--- config.mk ---
export PLATFORM = sky130hd
export DESIGN_NAME = decoder_sweep
export DESIGN_NICKNAME = d
export VERILOG_FILES = /design/src/rtl/decoder_pkg.sv /design/src/rtl/decoder_sweep_counter.sv /design/src/rtl/decoder_sweep.sv
export SDC_FILE = /design/constraint.sdc
export NUM_CORES = 1
export LEC_CHECK = 0
export CAP_MARGIN = 10
export CORE_MARGIN = 2
export CORE_UTILIZATION = 41
export CTS_CLUSTER_SIZE = 12
export DETAILED_ROUTE_END_ITERATION = 7
export PLACE_DENSITY_LB_ADDON = 0.2
export SYNTH_ARGS = -nofsm -noshare
export SYNTH_HDL_FRONTEND = slang
export SYNTH_HIERARCHICAL = 1
export SYNTH_SLANG_ARGS = --single-unit
--- constraint.sdc ---
create_clock -name clk -period 2.25 [get_ports clk]
set_clock_uncertainty 0.1 [all_clocks]
set_input_delay 0.45 -clock clk [delete_from_list [all_inputs] [get_ports clk]]
set_output_delay 0.45 -clock clk [all_outputs]
set_load 0.05 [all_outputs]
--- src/rtl/decoder_pkg.sv ---
// Shared types and helpers for the one-hot address decoder with sweep mode.
package decoder_pkg;

  // Widest decoder this package supports; narrower decoders take the low slice.
  localparam int MAX_OUT    = 256;
  localparam int MAX_ADDR_W = 8;

  typedef enum logic {
    S_IDLE  = 1'b0,
    S_SWEEP = 1'b1
  } sweep_state_t;

  // One-hot decode of addr over n lines; all-zero when addr is out of range.
  function automatic logic [MAX_OUT-1:0] onehot_dec(input logic [MAX_ADDR_W-1:0] addr,
                                                    input int n);
    logic [MAX_OUT-1:0] r;
    r = '0;
    if (int'(addr) < n) begin
      r[addr] = 1'b1;
    end
    return r;
  endfunction

endpackage

--- src/rtl/decoder_sweep_counter.sv ---
// Sweep position counter: counts up from 0 and parks at NUM_OUT-1 (no wrap).
module sweep_counter #(
  parameter int NUM_OUT = 32,
  parameter int ADDR_W  = $clog2(NUM_OUT)
) (
  input  logic              clk,
  input  logic              rst_n,
  input  logic              clr,
  input  logic              inc,
  output logic [ADDR_W-1:0] count,
  output logic              term
);

  localparam logic [ADDR_W-1:0] LAST = ADDR_W'(NUM_OUT - 1);

  assign term = (count == LAST);

  // Clear has priority over increment; increment is blocked at the last position.
  always_ff @(posedge clk) begin
    if (!rst_n) begin
      count <= '0;
    end else if (clr) begin
      count <= '0;
    end else if (inc && !term) begin
      count <= count + ADDR_W'(1);
    end
  end

endmodule

--- src/rtl/decoder_sweep.sv ---
// Registered one-hot decoder for register-file write enables, with a
// sequential sweep mode that walks every output once for clear/init.
//
// state   | meaning
// --------+-----------------------------------------------------------
// S_IDLE  | decode enable/addr each cycle; sweep_start launches a sweep
// S_SWEEP | d_out walks one bit per cycle; decode inputs are ignored
module decoder_sweep
  import decoder_pkg::*;
#(
  parameter int NUM_OUT = 32,
  parameter int ADDR_W  = $clog2(NUM_OUT)
) (
  input  logic               clk,
  input  logic               rst_n,
  input  logic               enable,
  input  logic [ADDR_W-1:0]  addr,
  input  logic               sweep_start,
  input  logic               sweep_abort,
  output logic [NUM_OUT-1:0] d_out,
  output logic               busy,
  output logic               sweep_done,
  output logic               addr_err
);

  sweep_state_t state, state_nxt;

  logic [ADDR_W-1:0]  cnt_q;
  logic [ADDR_W-1:0]  cnt_nxt;
  logic               cnt_term;
  logic               cnt_clr;
  logic               cnt_inc;
  logic               nxt_last;

  logic [MAX_OUT-1:0] dec_full;
  logic [NUM_OUT-1:0] d_dec;
  logic [NUM_OUT-1:0] d_sweep;
  logic [NUM_OUT-1:0] one_lsb;
  logic               in_range;
  logic               unused_dec_full;

  logic [NUM_OUT-1:0] d_nxt;
  logic               busy_nxt;
  logic               done_nxt;
  logic               err_nxt;
  logic               accept_idle;

  sweep_counter #(
    .NUM_OUT (NUM_OUT),
    .ADDR_W  (ADDR_W)
  ) u_cnt (
    .clk   (clk),
    .rst_n (rst_n),
    .clr   (cnt_clr),
    .inc   (cnt_inc),
    .count (cnt_q),
    .term  (cnt_term)
  );

  // The package decoder is sized for the widest case; the upper lines are
  // always zero here because out-of-range addresses decode to nothing.
  assign dec_full        = onehot_dec(MAX_ADDR_W'(addr), NUM_OUT);
  assign d_dec           = dec_full[NUM_OUT-1:0];
  assign unused_dec_full = |dec_full;
  assign in_range        = ({1'b0, addr} < (ADDR_W + 1)'(NUM_OUT));

  // The counter holds the position currently on d_out, so the next sweep
  // output is one ahead of it.
  assign one_lsb  = NUM_OUT'(1);
  assign cnt_nxt  = cnt_q + ADDR_W'(1);
  assign d_sweep  = one_lsb << cnt_nxt;
  assign nxt_last = (cnt_q == ADDR_W'(NUM_OUT - 2));

  // Next-state and next-output selection for the FSM and counter controls.
  always_comb begin
    state_nxt   = state;
    d_nxt       = '0;
    busy_nxt    = 1'b0;
    done_nxt    = 1'b0;
    err_nxt     = 1'b0;
    cnt_clr     = 1'b0;
    cnt_inc     = 1'b0;
    accept_idle = 1'b0;

    case (state)
      S_IDLE: begin
        accept_idle = 1'b1;
      end
      S_SWEEP: begin
        if (sweep_abort) begin
          state_nxt = S_IDLE;
          cnt_clr   = 1'b1;
        end else if (cnt_term) begin
          // Last one-hot has been shown; this edge already behaves as idle
          // so a decode or restart can follow with no bubble.
          accept_idle = 1'b1;
        end else begin
          d_nxt    = d_sweep;
          busy_nxt = 1'b1;
          done_nxt = nxt_last;
          cnt_inc  = 1'b1;
        end
      end
      default: begin
        state_nxt = S_IDLE;
        cnt_clr   = 1'b1;
      end
    endcase

    if (accept_idle) begin
      state_nxt = S_IDLE;
      cnt_clr   = 1'b1;
      if (sweep_start) begin
        // Start wins over a simultaneous decode; this edge shows bit 0.
        state_nxt = S_SWEEP;
        d_nxt     = one_lsb;
        busy_nxt  = 1'b1;
      end else if (enable) begin
        d_nxt   = d_dec;
        err_nxt = !in_range;
      end
    end
  end

  // Register state and every output so nothing combinational reaches a port.
  always_ff @(posedge clk) begin
    if (!rst_n) begin
      state      <= S_IDLE;
      d_out      <= '0;
      busy       <= 1'b0;
      sweep_done <= 1'b0;
      addr_err   <= 1'b0;
    end else begin
      state      <= state_nxt;
      d_out      <= d_nxt;
      busy       <= busy_nxt;
      sweep_done <= done_nxt;
      addr_err   <= err_nxt;
    end
  end

endmodule

==> results.json <==
{
  "start_util_pct": 43.85,
  "netlist_area_um2": 1498,
  "synthCells": 150,
  "place_ws_ns": 0.02320,
  "path_cells": "ha_1 -> and3_1 -> ha_1 -> buf_4 -> and2b_1 -> o2111ai_2 -> o22ai_1",
  "total_power_mw": 1.272,
  "yosys.area.top_type_share_pct": 53.47,
  "synth-adder-area-share_pct": 1.671,
  "clock.fmax_mhz": 459.1,
  "pwr-share-seq_pct": 56.3,
  "die_h_um": 64.44,
  "antenna_left": 0,
  "grt_pass1_wl_um": 5989,
  "avgSynthCellArea_um2": 9.985,
  "routed_wl_um": 3711,
  "antenna_found_initial": 0,
  "worstMarginPinSlew_ns": 0.5161,
  "synthArstFlopShare_pct": 0,
  "synth-edff-count": 0,
  "synth_top_family_by_area": "compound AO/OA/AOI/OAI gates",
  "p_per_area_nw_per_um2": 599.3,
  "ys_types": 35,
  "leakagePower_nw": 0.7287,
  "critPathMaxFanout": 8,
  "die_area_um2": 4153,
  "final_nets": 218,
  "die_x_um": 64.44,
  "num_vias": 1374,
  "post-dp-hpwl_um": 2779,
  "final_layout_size_suffix_gt1_share_pct": 14.01,
  "worstPathRequired_ns": 2.36,
  "synthTopCellsByArea": "dfxtp_1 (53%), o22ai_1 (13%), nand2_1 (3.8%)",
  "grt_pass1_vias": 1260,
  "post-route-period-util_pct": 96.80,
  "grt.total_usage_pct": 18.68,
  "grt_max_degree": 13,
  "port_buffers": 43,
  "fillCellCount": 299,
  "power.internal_mw": 0.9889,
  "rr_worst_depth": 7,
  "row_count": 21,
  "max_stage_delay_ns": 0.46,
  "ys_warn_count": 6,
  "setup_tns_ns": 0,
  "finalNonFillerCells": 253,
  "swShare_pct": 22.24,
  "ys_ff_latch": 40,
  "fin_ws_ns": 0.07191,
  "cts.sinks": 40,
  "hold_viol": 0,
  "worstSetupPathType": "reg2reg",
  "detail_route.first_pass.iterations": 5,
  "yosysSeqAreaShare_pct": 53.47,
  "cpMaxStageDelayCell": "o2111ai_2",
  "overflow": 0,
  "synth_fp_nets": 162,
  "relSlewSlack_pct": 65.49,
  "endpoint_kind": "flip-flop",
  "status": "finished clean",
  "slew_viol_final": 0,
  "start_kind": "flip-flop",
  "irDropWorstVdd_mv": 0.3683,
  "clkTransAtPathRegs_ns": 0.11,
  "htree_levels": 2,
  "p_sw_mw": 0.2829,
  "whs_path_depth": 2,
  "synth_compound_area_share_pct": 21.22,
  "dp_cells": 244,
  "cp.arrival_ns": 2.29,
  "yosysTopAreaCell": "dfxtp_1",
  "num_antenna_cells": 0,
  "ios": 45,
  "drc_errors": 0,
  "clk_latency_ns": 0.34,
  "worst_hold_slack_ns": 0.4686,
  "cap_violations": 0,
  "layout_min_cycle_time_ns": 2.178,
  "setup_viol": 0,
  "cts_buffers": 5,
  "gp_congestion": 0.9170,
  "via_per_inst": 5.431,
  "ys.flop_type": "dfxtp_1",
  "post_drt_wl_per_cell_um": 14.67,
  "cts_tree": "built",
  "holdCritPathClass": "reg2reg",
  "clkPwrFrac_pct": 35.2,
  "core-area_um2": 3416,
  "synthXorXnorAreaFrac_pct": 1.170,
  "area_growth_pct": 41.69,
  "cts_buffer_depth": 2,
  "worst_path_most_repeated_cell": "ha_1",
  "p_comb_share_pct": 8.5,
  "synthMuxAreaShare_pct": 0,
  "drt_iter0_drc": 50,
  "synthSimpleGateAreaFrac_pct": 19.88,
  "clockRootBuffer": "clkbuf_4"
}
[registers in the layout (all words and copies together), names as in the netlist]
register     count
sweep_done       1
u_cnt/count      5
state            1
busy             1
d_out           32
[cell usage after synthesis (all sizes together), types with 2 or more instances]
master and number:
dfxtp 40, o2111ai 3, nand2 15, a21oi 3, nand2b 3, nor2 6
a21boi 2, and2b 2, ha 2, or3 2, o22ai 32, inv 5
o21ai 3, nand3 8, buf 2, nor2b 6, nand3b 3, nand4 2
[power groups by stage]
stage	clock, mW	sequential, mW	combinational [mW]
6_report	0.447	0.716	0.109
5_1_grt	0.490	0.717	0.115
4_1_cts	0.457	0.716	0.105
3_5_place_dp	0	0.732	0.104
3_3_place_gp	0	0.732	0.102
2_1_floorplan	0	0.748	0.0454
[cell type report]
| class | instances | area [um2] | share of cell area (%) |
|---|---|---|---|
| clock buffers | 6 | 41.29 | 1.946 |
| repair buffers | 52 | 498.0 | 23.47 |
| clock inverters | 2 | 35.03 | 1.651 |
| inverters | 5 | 18.77 | 0.8844 |
| well taps | 46 | 57.56 | 2.712 |
| multi-input cells | 102 | 670.6 | 31.60 |
| flip-flops and latches | 40 | 800.8 | 37.74 |
[repair_timing]
| item | 4_1_cts | 5_1_grt |
|---|---|---|
| hold buffers | 0 | 0 |
| endpoints found under the setup margin | 0 | 1 |
| buffers inserted | 0 | 1 |
| gates resized for setup | 0 | 2 |
[kinds of logic (layout without fill, tap and decap cells)]
| group | Yosys count | count (layout) |
|---|---|---|
| simple gates | 52 | 52 |
| fa+ha+maj | 2 | 2 |
| buf+inv | 8 | 65 |
| other cells | 1 | 1 |
| compound gates | 45 | 45 |
| flops | 40 | 40 |
| xor+xnor | 2 | 2 |
[cell usage in the layout (no fill, tap or decap), types with 3 or more instances in the layout]
master	n
buf_4	9
clkbuf_4	5
clkdlybuf4s50_1	43
dfxtp_1	40
inv_1	3
nand2_1	15
nand3_1	8
nand3b_1	3
nor2_1	6
nor2b_1	6
o2111ai_2	3
o22ai_1	31
[stage by stage]
step                      area (um2)  utilization, %
after floorplan                 1498               -
after global placement          2029           59.41
after detailed placement        2029           59.41
after CTS                       2106           61.65
after global routing            2122           62.12
final                           2122           62.12
[critical path, delay by kind of cell (launching register included)]
family / cells / cell delay [ns]
AOI/OAI and AO/OA: 2 / 0.63
and+or+nand+nor: 2 / 0.42
adders and majority gates: 2 / 0.41
DFF: 1 / 0.33
buffers and inverters: 1 / 0.16
[worst paths after layout]
kind / end / from / slack [ns]
hold reg to reg: u_cnt/count[4] / u_cnt/count[4] / 0.47
setup / recovery: d_out[13] / u_cnt/count[0] / 0.07
hold / removal: u_cnt/count[4] / u_cnt/count[4] / 0.47
setup reg to reg: d_out[13] / u_cnt/count[0] / 0.07
[layer usage]
metal | track usage [%] | up-vias | wire length, um
met3 | 4.688 | 7 | 176
met5 | 0 | - | 0
met2 | 30.60 | 39 | 1845
li1 | - | 675 | -
met4 | 6.383 | 0 | 70
met1 | 24.06 | 653 | 1619
Power figures use the tool's default switching activity.
